$ cat src/rtl/qam_modulator_tx.sv
// qam_modulator_tx: 4-QAM transmit stage feeding the QAM demodulator.
// Takes 2-bit symbols over a valid/ready handshake and holds each one for
// SYM_PERIODS carrier periods (16 samples per period). It emits the modulated
// 8-bit signed sample stream and the sin/cos carrier references, all three
// built from the same carrier phase on every cycle.
//
// Ports:
//   clk        rising-edge clock
//   rst        synchronous active-high reset
//   sym_in     symbol: bit1 = sin (Q) sign, bit0 = cos (I) sign, 1 = +
//   sym_valid  sym_in valid
//   sym_ready  hold register empty, symbol can be accepted
//   tx_signal  signed modulated sample
//   sin_out    signed sin carrier reference
//   cos_out    signed cos carrier reference
//   tx_active  current sample belongs to a transmitted symbol
//   sym_strobe pulse on the first sample of each transmitted symbol
//   underrun   sticky starvation flag (only with QAM_TX_UNDERRUN_EN defined)
//
// Build option: define QAM_TX_UNDERRUN_EN to add the underrun port.

module qam_modulator_tx #(
    parameter int unsigned SYM_PERIODS = 4,
    parameter int unsigned OUT_SHIFT   = 1
) (
    input  logic       clk,
    input  logic       rst,
    input  logic [1:0] sym_in,
    input  logic       sym_valid,
    output logic       sym_ready,
    output logic [7:0] tx_signal,
    output logic [7:0] sin_out,
    output logic [7:0] cos_out,
    output logic       tx_active,
    output logic       sym_strobe
`ifdef QAM_TX_UNDERRUN_EN
    ,
    output logic       underrun
`endif
);

    localparam int unsigned SYM_LEN = 16 * SYM_PERIODS;
    localparam int unsigned CNT_W   = $clog2(SYM_LEN);

    typedef enum logic {ST_IDLE, ST_TX} state_e;

    state_e                  state_q;
    logic                    started_q;
    logic [CNT_W-1:0]        cnt_q;
    logic                    hold_full_q;
    logic [1:0]              hold_q;
    logic [1:0]              act_q;

    logic                    transfer_c;
    logic                    boundary_c;
    logic                    avail_c;
    logic [1:0]              new_sym_c;
    logic [1:0]              sym_sel_c;
    logic [CNT_W-1:0]        cnt_d;
    logic [3:0]              k_c;
    logic signed [7:0]       sin_c;
    logic signed [7:0]       cos_c;
    logic signed [8:0]       i_c;
    logic signed [8:0]       q_c;
    logic signed [8:0]       sum_c;
    logic [7:0]              tx_c;
    logic                    ready_d;

    // Quarter-wave symmetric 16-point sine table
    function automatic logic signed [7:0] sine_lut(input logic [3:0] k);
        logic signed [7:0] v;
        case (k)
            4'd0:    v = 8'sd0;
            4'd1:    v = 8'sd49;
            4'd2:    v = 8'sd90;
            4'd3:    v = 8'sd117;
            4'd4:    v = 8'sd127;
            4'd5:    v = 8'sd117;
            4'd6:    v = 8'sd90;
            4'd7:    v = 8'sd49;
            4'd8:    v = 8'sd0;
            4'd9:    v = -8'sd49;
            4'd10:   v = -8'sd90;
            4'd11:   v = -8'sd117;
            4'd12:   v = -8'sd127;
            4'd13:   v = -8'sd117;
            4'd14:   v = -8'sd90;
            default: v = -8'sd49;
        endcase
        return v;
    endfunction

    // Next-cycle position, carrier phase and modulated sample
    always_comb begin
        transfer_c = sym_valid && sym_ready;
        boundary_c = started_q && (cnt_q == CNT_W'(SYM_LEN - 1));
        avail_c    = hold_full_q || transfer_c;
        new_sym_c  = hold_full_q ? hold_q : sym_in;
        sym_sel_c  = boundary_c ? new_sym_c : act_q;

        if (!started_q || boundary_c) begin
            cnt_d = '0;
        end else begin
            cnt_d = cnt_q + CNT_W'(1);
        end

        // SYM_LEN is a multiple of 16, so the slot position's low bits are the phase
        k_c   = cnt_d[3:0];
        sin_c = sine_lut(k_c);
        cos_c = sine_lut(k_c + 4'd4);

        i_c   = sym_sel_c[0] ? {cos_c[7], cos_c} : -{cos_c[7], cos_c};
        q_c   = sym_sel_c[1] ? {sin_c[7], sin_c} : -{sin_c[7], sin_c};
        sum_c = i_c + q_c;
        tx_c  = 8'(sum_c >>> OUT_SHIFT);

        // The boundary always empties the hold register
        ready_d = boundary_c ? 1'b1 : !(hold_full_q || transfer_c);
    end

    // Handshake FSM, hold register and registered outputs
    always_ff @(posedge clk) begin
        if (rst) begin
            state_q     <= ST_IDLE;
            started_q   <= 1'b0;
            cnt_q       <= '0;
            hold_full_q <= 1'b0;
            hold_q      <= 2'b00;
            act_q       <= 2'b00;
            sym_ready   <= 1'b0;
            tx_signal   <= 8'h00;
            sin_out     <= 8'h00;
            cos_out     <= 8'h00;
            tx_active   <= 1'b0;
            sym_strobe  <= 1'b0;
`ifdef QAM_TX_UNDERRUN_EN
            underrun    <= 1'b0;
`endif
        end else begin
            started_q  <= 1'b1;
            cnt_q      <= cnt_d;
            sin_out    <= sin_c;
            cos_out    <= cos_c;
            sym_ready  <= ready_d;
            tx_signal  <= 8'h00;
            tx_active  <= 1'b0;
            sym_strobe <= 1'b0;

            if (boundary_c) begin
                hold_full_q <= 1'b0;
                if (avail_c) begin
                    // Held symbol has priority; otherwise the incoming one bypasses
                    state_q    <= ST_TX;
                    act_q      <= new_sym_c;
                    tx_signal  <= tx_c;
                    tx_active  <= 1'b1;
                    sym_strobe <= 1'b1;
                end else begin
                    state_q <= ST_IDLE;
`ifdef QAM_TX_UNDERRUN_EN
                    if (state_q == ST_TX) begin
                        underrun <= 1'b1;
                    end
`endif
                end
            end else begin
                if (state_q == ST_TX) begin
                    tx_signal <= tx_c;
                    tx_active <= 1'b1;
                end
                if (transfer_c) begin
                    hold_full_q <= 1'b1;
                    hold_q      <= sym_in;
                end
            end
        end
    end

endmodule

$ cat config.mk
export PLATFORM = sky130hd
export DESIGN_NAME = qam_modulator_tx
export DESIGN_NICKNAME = d
export VERILOG_FILES = /design/src/rtl/qam_modulator_tx.sv
export SDC_FILE = /design/constraint.sdc
export NUM_CORES = 1
export LEC_CHECK = 0
export ABC_AREA = 0
export BUFFER_PORTS_ARGS = -buffer_cell sky130_fd_sc_hd__clkbuf_2
export CORE_MARGIN = 10
export CORE_UTILIZATION = 51
export CTS_BUF_LIST = sky130_fd_sc_hd__clkbuf_2 sky130_fd_sc_hd__clkbuf_4 sky130_fd_sc_hd__clkbuf_8
export DETAILED_ROUTE_END_ITERATION = 8
export PLACE_DENSITY = 0.82
export SYNTH_ARGS = -nofsm -noshare
export SYNTH_HDL_FRONTEND = slang
export SYNTH_SLANG_ARGS = --single-unit
$ cat constraint.sdc
create_clock -name clk -period 6.4 [get_ports clk]
set_input_delay 0.64 -clock clk [delete_from_list [all_inputs] [get_ports clk]]
set_output_delay 0.64 -clock clk [all_outputs]
set_load 0.03 [all_outputs]
# ---- After elaboration in Yosys (flattened, before gate mapping)
# Memories as Yosys holds them, arrays and structs flattened.
# Cells that the tools add are included.
dict set report word_totals {
  ff_bits 40
  rom_bits 256
  input_bits 5
  out_inout_bits 27
  mem_count 2
}
dict set report classes {
  add_sub_neg 5
  eq_ne 1
  mux 13
  bitwise_logic 1
  n_reduce_logical 11
}
# name words width rd rd_ports_with_merged_regs wr line_no
set mem_list {}
lappend mem_list {{(name not given)} 16 8 1 0 0 72} ;# case (k)
lappend mem_list {{(name not given)} 16 8 1 0 0 72}
# operator n
set ops {}
lappend ops {{two-way mux 8 bit} 3}
lappend ops {{two-way mux 9 bit} 2}
lappend ops {{negator 9 bit} 2}
lappend ops {{adder 9 bit} 1}
lappend ops {{adder 6 x 1 -> 6 bit, second input constant} 1}
lappend ops {{equality test 6 bit, second input constant} 1}
lappend ops {{OR reduction 2 bit} 3}
lappend ops {{two-way mux 1 bit} 5}
lappend ops {{adder 4 x 3 -> 4 bit, second input constant} 1}
lappend ops {{two-way mux 2 bit} 2}
lappend ops {{two-way mux 4 bit} 1}
lappend ops {{AND reduction 2 bit} 2}
lappend ops {{logical AND 1 bit} 2}
lappend ops {{logical NOT 1 bit} 2}
lappend ops {{logical OR 1 bit} 2}
lappend ops {{inverter 1 bit} 1}

# ---- Logic depth before layout (Yosys ltp)
# An unclocked memory read counts as a cell.
dict set report logic_depth {
  word_depth 11
  depth_mapped 25
  ltp_nobuf 22
}

# ---- Least setup slack after synthesis
# OpenSTA, ideal clock, no wires.
dict set report synth_path {
  kind {register -> register}
  startpoint {reg cnt_q[0]}
  endpoint {reg tx_signal[7]}
  setup_time_ns 0.059
  arrival_ns 4.505
  path_slack_ns 1.835
  stages_incl_launch_ff 25
  path_buffers 3
  cell_sequence {dfxtp_1 -> ha_1 -> buf_4 -> nand4_1 -> o21ai_2 -> buf_4 -> nor2_1 -> inv_1 -> ha_1 -> nand3b_1 -> and2_1 -> clkbuf_1 -> o22ai_1 -> ha_1 -> nand2_1 -> o21ai_0 -> fa_1 -> a21o_1 -> a21oi_1 -> o21bai_1 -> a21oi_1 -> o21ai_0 -> o21a_1 -> or4_1 -> nand2_1}
}
dict set report synth_via {
  elab_chain_cells 11
  elab_cells_between_ends 17
  classes_between {5 x add/sub; 1 x eq/ne; 7 x mux; 2 x reduce/logical; 2 x memory}
}
# item line_no
set synth_rtl {}
lappend synth_rtl {{start: declaration} 49} ;# logic [CNT_W-1:0] cnt_q;
lappend synth_rtl {{start signal: assignment} 141} ;# cnt_q <= cnt_d;
lappend synth_rtl {{branches (longest 10 deep; another with negator 9 bit)} -}
lappend synth_rtl {{two-way mux 8 bit (*)} 149} ;# if (boundary_c) begin
lappend synth_rtl {{end signal: assignment} 155} ;# tx_signal <= tx_c;
lappend synth_rtl {{end signal: assignment} 168} ;# tx_signal <= tx_c;
lappend synth_rtl {{end: declaration} 31} ;# output logic [7:0] tx_signal,
# Mark *: on every way between the ends.
# A chain may end at the register's enable or synchronous reset.

# ---- Worst setup path in the final report
# Same ends and word-level chain as after synthesis.

==> metrics.md <==
| Metric | Value |
|---|---|
| Via count | `2066` |
| Hold_ws | `0.5138 ns` |
| R2r worst-path depth | `21` |
| PortBufs | `31` |
| Hold Violations, Final | `0` |
| N_diodes | `0` |
| Buffers & Inverters on Critical Path | `1` |
| Compound-gate portion of the synthesized area | `17.02%` |
| Synth top cells by count | `dfxtp_1 (40), nor2_1 (35), a21oi_1 (21)` |
| Tcrit/Tclk final | `86.50%` |
| Tmin final | `5.536 ns` |
| Die area | `7954 um^2` |
| Routed WL | `5948 um` |
| Pwr/cell area | `220.1 nW/um^2` |
| CTS resizes | `0` |
| Clock Latency Late Sink | `0.30 ns` |
| Post-synth EDFFs | `0` |
| Async set-or-reset flop fraction in the synthesized netlist | `0%` |
| Post-synth top area share | `32.80%` |
| Top Family by Delay on Critical Path | `compound AO/OA/AOI/OAI gates` |
| CP dominant cell by count | `ha_1` |
| Worst path cell trace | `ha_1 -> nand4_1 -> o21ai_2 -> nor2_1 -> inv_1 -> ha_1 -> nand3b_1 -> and2_1 -> o22ai_1 -> ha_1 -> nand2_1 -> o21ai_0 -> fa_1 -> a21o_1 -> a21oi_1 -> o21bai_1 -> a21oi_1 -> o21ai_0 -> o21a_1 -> or4_1 -> nand2_1` |
| TritonCTS Sinks | `40` |
| Outcome | `finished clean` |
| WP depth | `21` |
| Leading area contributor after synthesis | `dfxtp_1` |
| Die W | `89.19 um` |
| Final Slew Violations | `0` |
| Initial drt markers | `319` |
| Site Rows | `25` |
| Largest family of logic cells by synthesized area | `simple AND/OR/NAND/NOR gates` |
| Initial antenna violation count | `0` |
| Synth area leaders | `dfxtp_1 (33%), ha_1 (7.2%), xnor2_1 (5.7%), nor2_1 (5.4%), a21oi_1 (4.3%)` |
| Post-synthesis xor/xnor area fraction | `11.12%` |
| CORE AREA | `4692 um^2` |
| Distinct cell type count after synthesis | `56` |
| Final setup viols | `0` |
| Synth Cell Area | `2441 um^2` |
| Slowest CP cell | `dfxtp_1` |
| Mux share of post-synthesis cell area | `4.511%` |
| Remaining antenna violation count | `0` |
| DP HPWL | `4324 um` |
| Register area share after synthesis | `32.80%` |
| RSZ-0062 raised after global routing | `false` |
| Nets | `322` |
| Lkg Pwr | `1.195 nW` |
| CP max FO | `14` |
| Fmax | `0.1806 GHz` |
| Area grow syn2layout | `10.10%` |
| Post-synthesis net count | `297` |
| Cts hold-fix bufs | `0` |
| Clock H-tree levels | `2` |
| Global-route wire length before repair | `9818 um` |
| Setup TNS | `0 ns` |
| Hold Crit Depth | `2` |
| DP Worst Slack | `1.078 ns` |
| Die height | `89.19 um` |
| Post-CTS Setup Inserts | `0` |
| Post-DR wirelength/cell | `16.66 um` |
| Drt pass-1 iters | `4` |
| IO Pins | `32` |
| Flops & latches, synth | `40` |
| Critical Setup Path Class | `flop to flop` |
| CTS tree | `yes` |
| Worst rel slew slack | `55.61%` |
| CTS Buffer Depth | `2` |
| Worst-Margin Slew | `0.6638 ns` |
| CTS buffer count | `5` |
| Maximum vdd drop | `0.00009482 V` |
| Setup ws final | `0.8638 ns` |
| Primary FF master, synth | `dfxtp_1` |
| Syn avg cell area | `8.813 um^2` |
| DRC | `0` |
| Via-to-Cell Ratio | `5.787` |
| MaxCap Viol Count | `0` |
| CP endpoint kind | `flop` |
| Fin util | `57.28%` |
| Clk root buf | `clkbuf_8` |
| Mapped Cells | `277` |
| Synth warn | `0` |
| Vias in the first global route | `2025` |
| Share of layout cells above drive strength 1 | `19.47%` |
| GRT overflow | `0` |
| Clock Skew | `0.008764 ns` |
| Setup crit start kind | `flop` |
| Req. time, crit path | `6.65 ns` |
| GR Util All Layers | `15.57%` |
| Post-Synth Simple-Gate Area | `21.12%` |
| Largest net degree at the start of global routing | `25` |
| Initial Utilization | `52.03%` |
| Clk slew on worst S/H paths | `0.08 ns` |
| Routability cong. | `0.9697` |
| Most frequent cell after synthesis | `dfxtp_1` |
| Crit-path max cell delay | `0.62 ns` |
| Arr. time, crit path | `5.78 ns` |
| Adder-cell area share of the yosys netlist | `7.996%` |
| Worst Hold Class | `flop to flop` |
where the power goes:
group          total, mW  internal [mW]  switching (mW)
Clock              0.207          0.120          0.0874
Combinational      0.123         0.0483          0.0746
Sequential         0.261          0.256         0.00498
per-stage QoR:
stage | total power [mW] | area [um^2] | instances
after floorplan | 0.3610 | 2441 | 277
after detailed placement | 0.3871 | 2576 | 349
after global placement | 0.3853 | 2576 | 349
after CTS | 0.5907 | 2688 | 357
final | 0.5916 | 2688 | 357
after global routing | 0.6140 | 2688 | 357
placed cells by master, fill, tap and decap left out, types with 3 or more instances in the layout:
master and instances:
ha_1 14, nor2_1 35, clkbuf_2 31, and3_1 4, a21oi_1 21, inv_1 12, nand3_1 7, mux2_2 4
a22oi_1 3, o21ai_0 8, and2_1 8, dfxtp_1 40, nor3_1 15, o22ai_1 3, mux2i_1 5, nor2b_1 3
xor2_1 10, clkbuf_8 5, o211ai_1 3, nand2_1 13, o32ai_1 3, xnor2_1 16
sequential cells by signal, summed over array words and instances (netlist names):
signal	flops
sin_out	8
hold_q	2
hold_full_q	1
cos_out	8
cnt_q	6
started_q	1
state_q	1
tx_active	1
tx_signal	8
sym_ready	1
sym_strobe	1
act_q	2
worst register-to-register path, stage by stage (launching register included):
cell,delay (ns)
dfxtp_1,0.62
ha_1,0.39
nand4_1,0.25
o21ai_2,0.55
nor2_1,0.24
inv_1,0.14
ha_1,0.22
nand3b_1,0.14
and2_1,0.25
o22ai_1,0.19
ha_1,0.33
nand2_1,0.05
o21ai_0,0.16
fa_1,0.49
a21o_1,0.17
a21oi_1,0.23
o21bai_1,0.09
a21oi_1,0.21
o21ai_0,0.15
o21a_1,0.13
or4_1,0.40
nand2_1,0.08
layout make-up:
cell class	count	area, um^2
fill	422	2004
multi-input combinational	212	1508
sequential	40	800.8
timing repair buffer	31	155.1
clock buffer	6	76.32
tap	54	67.56
inverter	12	45.04
clock inverter	2	35.03
metal layers:
metal  vias up  GRT usage, %  wire (um)
met4         0         7.081        106
met1       967         19.69       2586
li1       1012             -          -
met2        76         24.82       2784
met5         -             0          0
met3        11         3.191        471
logic make-up (layout without fill, tap and decap cells):
kind of cell,Yosys count,count (layout)
buffers and inverters,25,51
muxes,10,10
AOI/OAI and AO/OA,59,59
and+or+nand+nor,100,100
adders and majority gates,15,15
DFF,40,40
xor gates and xnor gates,28,28
path summary, 6_finish.rpt:
| path | to | start | slack [ns] |
|---|---|---|---|
| max | tx_signal[7]$_SDFF_PP0_ | cnt_q[0]$_SDFF_PP0_ | 0.86 |
| min | hold_q[1]$_SDFFE_PP0P_ | hold_q[1]$_SDFFE_PP0P_ | 0.51 |
| max reg2reg | tx_signal[7]$_SDFF_PP0_ | cnt_q[0]$_SDFF_PP0_ | 0.86 |
| min reg2reg | hold_q[1]$_SDFFE_PP0P_ | hold_q[1]$_SDFFE_PP0P_ | 0.51 |
Power figures use the tool's default switching activity.
